$ cat config.mk
export PLATFORM = sky130hd
export DESIGN_NAME = lfsr_seed_loader
export DESIGN_NICKNAME = d
export VERILOG_FILES = /design/src/rtl/lfsr_seed_loader.sv
export SDC_FILE = /design/constraint.sdc
export NUM_CORES = 1
export LEC_CHECK = 0
export ABC_AREA = 1
export CORE_AREA = 2 2 124 126
export CTS_BUF_LIST = sky130_fd_sc_hd__clkbuf_8
export DETAILED_ROUTE_END_ITERATION = 8
export DIE_AREA = 0 0 126 128
export PLACE_DENSITY = 0.75
export SYNTH_ARGS = -nofsm -noshare
export SYNTH_HDL_FRONTEND = slang
export SYNTH_SLANG_ARGS = --single-unit
$ cat constraint.sdc
create_clock -name clk -period 7 [get_ports clk]
set_input_delay 1.4 -clock clk [delete_from_list [all_inputs] [get_ports clk]]
set_output_delay 1.4 -clock clk [all_outputs]
set_load 0.01 [all_outputs]
$ cat src/rtl/lfsr_seed_loader.sv
// rtl/lfsr_seed_loader.sv - LFSR-driven initial board loader; optional LFSR_RESEED_EN reseeds the LFSR on rst
module lfsr_seed_loader #(
  parameter int          GRID_W = 64,
  parameter int          GRID_H = 64,
  parameter logic [15:0] SEED   = 16'hACE1
) (
  input  logic                                      clk,
  input  logic                                      reset,
  input  logic                                      rst,
  input  logic                                      en,
  output logic                                      row_we,
  output logic [((GRID_H > 1) ? $clog2(GRID_H) : 1)-1:0] row_addr,
  output logic [GRID_W-1:0]                         row_data,
  output logic                                      busy,
  output logic                                      load_done
);

  localparam int AW = (GRID_H > 1) ? $clog2(GRID_H) : 1;
  localparam int BW = $clog2(GRID_W);
  localparam logic [BW-1:0] BIT_LAST = BW'(GRID_W - 1);
  localparam logic [AW-1:0] ROW_LAST = AW'(GRID_H - 1);

  typedef enum logic [1:0] {
    IDLE = 2'd0,
    FILL = 2'd1,
    DONE = 2'd2
  } state_t;

  state_t              state_q, state_d;
  logic [15:0]         lfsr_q, lfsr_d;
  // Only the GRID_W-1 most recent bits are kept; the row completes with the current LFSR bit.
  logic [GRID_W-2:0]   row_buf_q, row_buf_d;
  logic [BW-1:0]       bit_cnt_q, bit_cnt_d;
  logic [AW-1:0]       row_cnt_q, row_cnt_d;
  logic                row_we_q, row_we_d;
  logic [AW-1:0]       row_addr_q, row_addr_d;
  logic [GRID_W-1:0]   row_data_q, row_data_d;
  logic                busy_q, busy_d;
  logic                load_done_q, load_done_d;

  logic [15:0]         lfsr_next;
  logic [GRID_W-1:0]   row_next;

  // Next-state logic: rst clears, en aborts/releases, FILL shifts one LFSR bit per cycle.
  always_comb begin
    state_d     = state_q;
    lfsr_d      = lfsr_q;
    row_buf_d   = row_buf_q;
    bit_cnt_d   = bit_cnt_q;
    row_cnt_d   = row_cnt_q;
    row_we_d    = 1'b0;
    row_addr_d  = row_addr_q;
    row_data_d  = row_data_q;
    busy_d      = 1'b0;
    load_done_d = 1'b0;

    lfsr_next = {lfsr_q[14:0], lfsr_q[15] ^ lfsr_q[14] ^ lfsr_q[12] ^ lfsr_q[3]};
    row_next  = {row_buf_q, lfsr_q[15]};

    if (rst) begin
      state_d   = IDLE;
      row_buf_d = '0;
      bit_cnt_d = '0;
      row_cnt_d = '0;
`ifdef LFSR_RESEED_EN
      lfsr_d    = SEED;
`endif
    end else begin
      case (state_q)
        IDLE: begin
          if (!en) begin
            state_d   = FILL;
            busy_d    = 1'b1;
            row_buf_d = '0;
            bit_cnt_d = '0;
            row_cnt_d = '0;
          end
        end
        FILL: begin
          if (en) begin
            // Abort: the partially collected row is dropped without a write.
            state_d   = IDLE;
            row_buf_d = '0;
            bit_cnt_d = '0;
            row_cnt_d = '0;
          end else begin
            lfsr_d    = lfsr_next;
            row_buf_d = row_next[GRID_W-2:0];
            busy_d    = 1'b1;
            if (bit_cnt_q == BIT_LAST) begin
              row_we_d   = 1'b1;
              row_data_d = row_next;
              row_addr_d = row_cnt_q;
              bit_cnt_d  = '0;
              if (row_cnt_q == ROW_LAST) begin
                state_d   = DONE;
                busy_d    = 1'b0;
                row_cnt_d = '0;
              end else begin
                row_cnt_d = row_cnt_q + 1'b1;
              end
            end else begin
              bit_cnt_d = bit_cnt_q + 1'b1;
            end
          end
        end
        DONE: begin
          if (en) begin
            state_d = IDLE;
          end else begin
            // Hold off one cycle past the final row strobe so the last write lands first.
            load_done_d = !row_we_q;
          end
        end
        default: begin
          state_d = IDLE;
        end
      endcase
    end
  end

  // State and registered outputs; async reset restores the seed.
  always_ff @(posedge clk or posedge reset) begin
    if (reset) begin
      state_q     <= IDLE;
      lfsr_q      <= SEED;
      row_buf_q   <= '0;
      bit_cnt_q   <= '0;
      row_cnt_q   <= '0;
      row_we_q    <= 1'b0;
      row_addr_q  <= '0;
      row_data_q  <= '0;
      busy_q      <= 1'b0;
      load_done_q <= 1'b0;
    end else begin
      state_q     <= state_d;
      lfsr_q      <= lfsr_d;
      row_buf_q   <= row_buf_d;
      bit_cnt_q   <= bit_cnt_d;
      row_cnt_q   <= row_cnt_d;
      row_we_q    <= row_we_d;
      row_addr_q  <= row_addr_d;
      row_data_q  <= row_data_d;
      busy_q      <= busy_d;
      load_done_q <= load_done_d;
    end
  end

  assign row_we    = row_we_q;
  assign row_addr  = row_addr_q;
  assign row_data  = row_data_q;
  assign busy      = busy_q;
  assign load_done = load_done_q;

endmodule

==> results_dict.tcl <==
set metrics [dict create \
    grt_overflow 0 \
    routed_via_density 4.74 \
    post_cts_buffers 0 \
    p_comb_share_pct 3.7 \
    swShare_pct 21.8 \
    dieWidth_um 126 \
    dpl.hpwl_um 7630 \
    final_nets 766 \
    die_y_um 128 \
    grt_max_degree 112 \
    grt_pass1_wl_um 21100 \
    hold_end "load_done$_DFF_PP0_" \
    clock_path_buffers 2 \
    dr.first_iter.drc_count 360 \
    status "complete, no violations" \
    r2r_start "state_q[1]$_DFFE_PP0P_" \
    numCtsBuffers 17 \
    avgSynthCellArea_sq_um 9.37 \
    cts_root_buf "clkbuf_8" \
    yosys-top-cells-area "dfrtp_1 61%, nand2_1 12%, o21ai_0 6.2%" \
    hp-start "row_we$_DFF_PP0_" \
    ir_worst_vdd_mv 0.143 \
    fin_skew_ps 6.22 \
    cts_tree "built" \
    seqPwrFrac_pct 58.0 \
    p_switching_uw 373 \
    critPathMaxFanout 103 \
    p_int_mw 1.34 \
    slew_headroom_pct 35.3 \
    vias 4544 \
    crit_top_cell "nor2_4" \
    crit_slowest_cell "clkdlybuf4s50_1" \
    setup.worst_path.start_class "input port" \
    finalCriticalPeriod_ps 3460 \
    reg2reg_depth 7 \
    hold_viol 0 \
    drt-pass1-iter-count 4 \
    dieArea_sq_um 16100 \
    syn2layout_area_growth_pct 18.6 \
    core-area_sq_um 14900 \
    end_kind "register" \
    htreeDepth 4 \
    synthCells 693 \
    ant_nets 0 \
    clkSinkCount 166 \
    cts_hold_buf 0 \
    ios 77 \
    cts_resized 0 \
    n_antenna_cell 0 \
    hold_depth 1 \
    worst_r2r_endpoint "row_data[27]$_DFFE_PP0P_" \
    power.leakage_nw 3.40 \
    clkTransAtPathRegs_ps 80 \
    hp-class "register to register" \
    yosys.area.top_type_share_pct 60.9 \
    gp_congestion 0.801 \
    drv_slew 0 \
    drc_errors 0 \
    finalCoreUtilization_pct 51.8 \
    fin_crit_sh_pct 49.5 \
    criticalPathCategory "input port to register" \
    r2r_slack_ps 4580 \
    rsz0062_at_grt "no" \
    yosysWarnings 0 \
    slowest_delay_ps 510 \
    cap_violations 0 \
    tightest_slew_ps 970 \
    yosys.area.top_type "dfrtp_1" \
    setup_violations 0 \
    wl_um 12200 \
    synth_area_sq_um 6490 \
    max_freq_mhz 289 \
    ys_seq_area_share_pct 64.2 \
    nFillCells 1354 \
    layout-drive-gt1-share_pct 6.10 \
    netlist-cell-type-count 22 \
    wire_per_inst_um 12.7 \
    start_util_pct 43.7 \
    crit_chain "clkdlybuf4s50_1 > nor2_4 > inv_2 > nor2_4 > nand2_4 > buf_4 > nand2_1 > o21ai_1" \
    arrival_ps 3760 \
    antenna_found_initial 0 \
    grt_usage_pct 16.2 \
    synth-seq-cells 166 \
    critical_path_required_ps 7300 \
    powerDensity_nw_per_um2 222 \
    grt_pass1_vias 4339 \
    rows 45 \
    synth_nets 699 \
    p_clk_share_pct 38.3 \
    portBuffers 76 \
    fin_setup_tns_ps 0 \
    insertion_delay_ps 440 \
    p_total_mw 1.71 \
]
worst max-delay path, delay by kind of cell:
family | cells | cell delay (ps)
compound gates | 1 | 80
buf+inv | 3 | 1070
simple gates | 4 | 1120
through the flow:
step	std cells	hold slack, ps	instance area (sq um)	setup WS (ps)
2_1_floorplan	693	442	6490	1120
3_3_place_gp	929	421	7320	3200
3_5_place_dp	929	418	7320	3090
4_1_cts	958	439	7700	3570
5_1_grt	958	485	7700	3270
6_report	958	440	7700	3540
power by group through the flow:
stage	logic, mW	registers (mW)	clock network (mW)
detailed placement	0.0659	1.01	0
global route	0.0764	0.995	0.714
floorplan	0.0495	1.01	0
global placement	0.0638	1.01	0
CTS	0.0656	0.992	0.673
finish	0.0638	0.992	0.656
kinds of logic (layout without fill, tap and decap cells):
| family | count (synthesis) | in the layout | share of synthesized area [%] |
|---|---|---|---|
| flops | 166 | 166 | 64.2 |
| xor+xnor | 1 | 1 | 0.135 |
| buf+inv | 121 | 198 | 8.27 |
| simple gates | 254 | 254 | 15.6 |
| fa+ha+maj | 2 | 2 | 0.386 |
| compound gates | 149 | 149 | 11.5 |
cell type report:
| type | count | area (sq um) | area share [%] |
|---|---|---|---|
| repair buffers | 80 | 791 | 10.3 |
| flip-flops and latches | 166 | 4160 | 54.1 |
| clock inverters | 8 | 85.1 | 1.11 |
| clock buffers | 21 | 289 | 3.75 |
| multi-input cells | 406 | 1790 | 23.3 |
| inverters | 89 | 339 | 4.41 |
| well taps | 188 | 235 | 3.06 |
sequential cells by signal, summed over array words and instances (netlist names):
name	cells
lfsr_q	16
row_cnt_q	6
row_data	64
load_done	1
row_we	1
row_buf_q	63
row_addr	6
busy	1
bit_cnt_q	6
state_q	2
how the worst max path moves through the flow:
stage                     start                  endpoint  slack, ps  cells after the start
after global routing        rst  row_data[31]$_DFFE_PP0P_       3270                      8
after detailed placement    rst  row_data[27]$_DFFE_PP0P_       3090                      8
final                       rst  row_data[27]$_DFFE_PP0P_       3540                      8
after floorplan           reset  bit_cnt_q[0]$_DFFE_PP0P_       1120                      1
after CTS                   rst  row_data[27]$_DFFE_PP0P_       3570                      8
after global placement      rst  row_data[40]$_DFFE_PP0P_       3200                      8
placed cells by master (no fill, tap or decap), types with 3 or more instances in the layout:
cell / n
nand2_1: 213
dfrtp_1: 158
inv_1: 89
o21ai_0: 80
clkdlybuf4s50_1: 76
o21ai_1: 62
clkbuf_8: 21
nor2_1: 16
nand3_1: 12
dfstp_2: 8
a21oi_1: 7
nor3_1: 4
buf_4: 4
inv_2: 3
layer usage:
layer | share of wire, % | track usage (%)
met4 | 2.4 | 7.24
met1 | 48 | 22.7
met2 | 45 | 24.0
met3 | 4.4 | 4.26
met5 | 0 | 0
synth_stat cells (all sizes together):
library cell,instances
a21oi,7
buf,23
clkbuf,9
dfrtp,158
dfstp,8
ha,2
inv,89
nand2,216
nand2b,1
nand3,13
nand4,2
nor2,18
nor3,4
o21ai,142
xnor2,1
(Power assumes the default switching activity.)
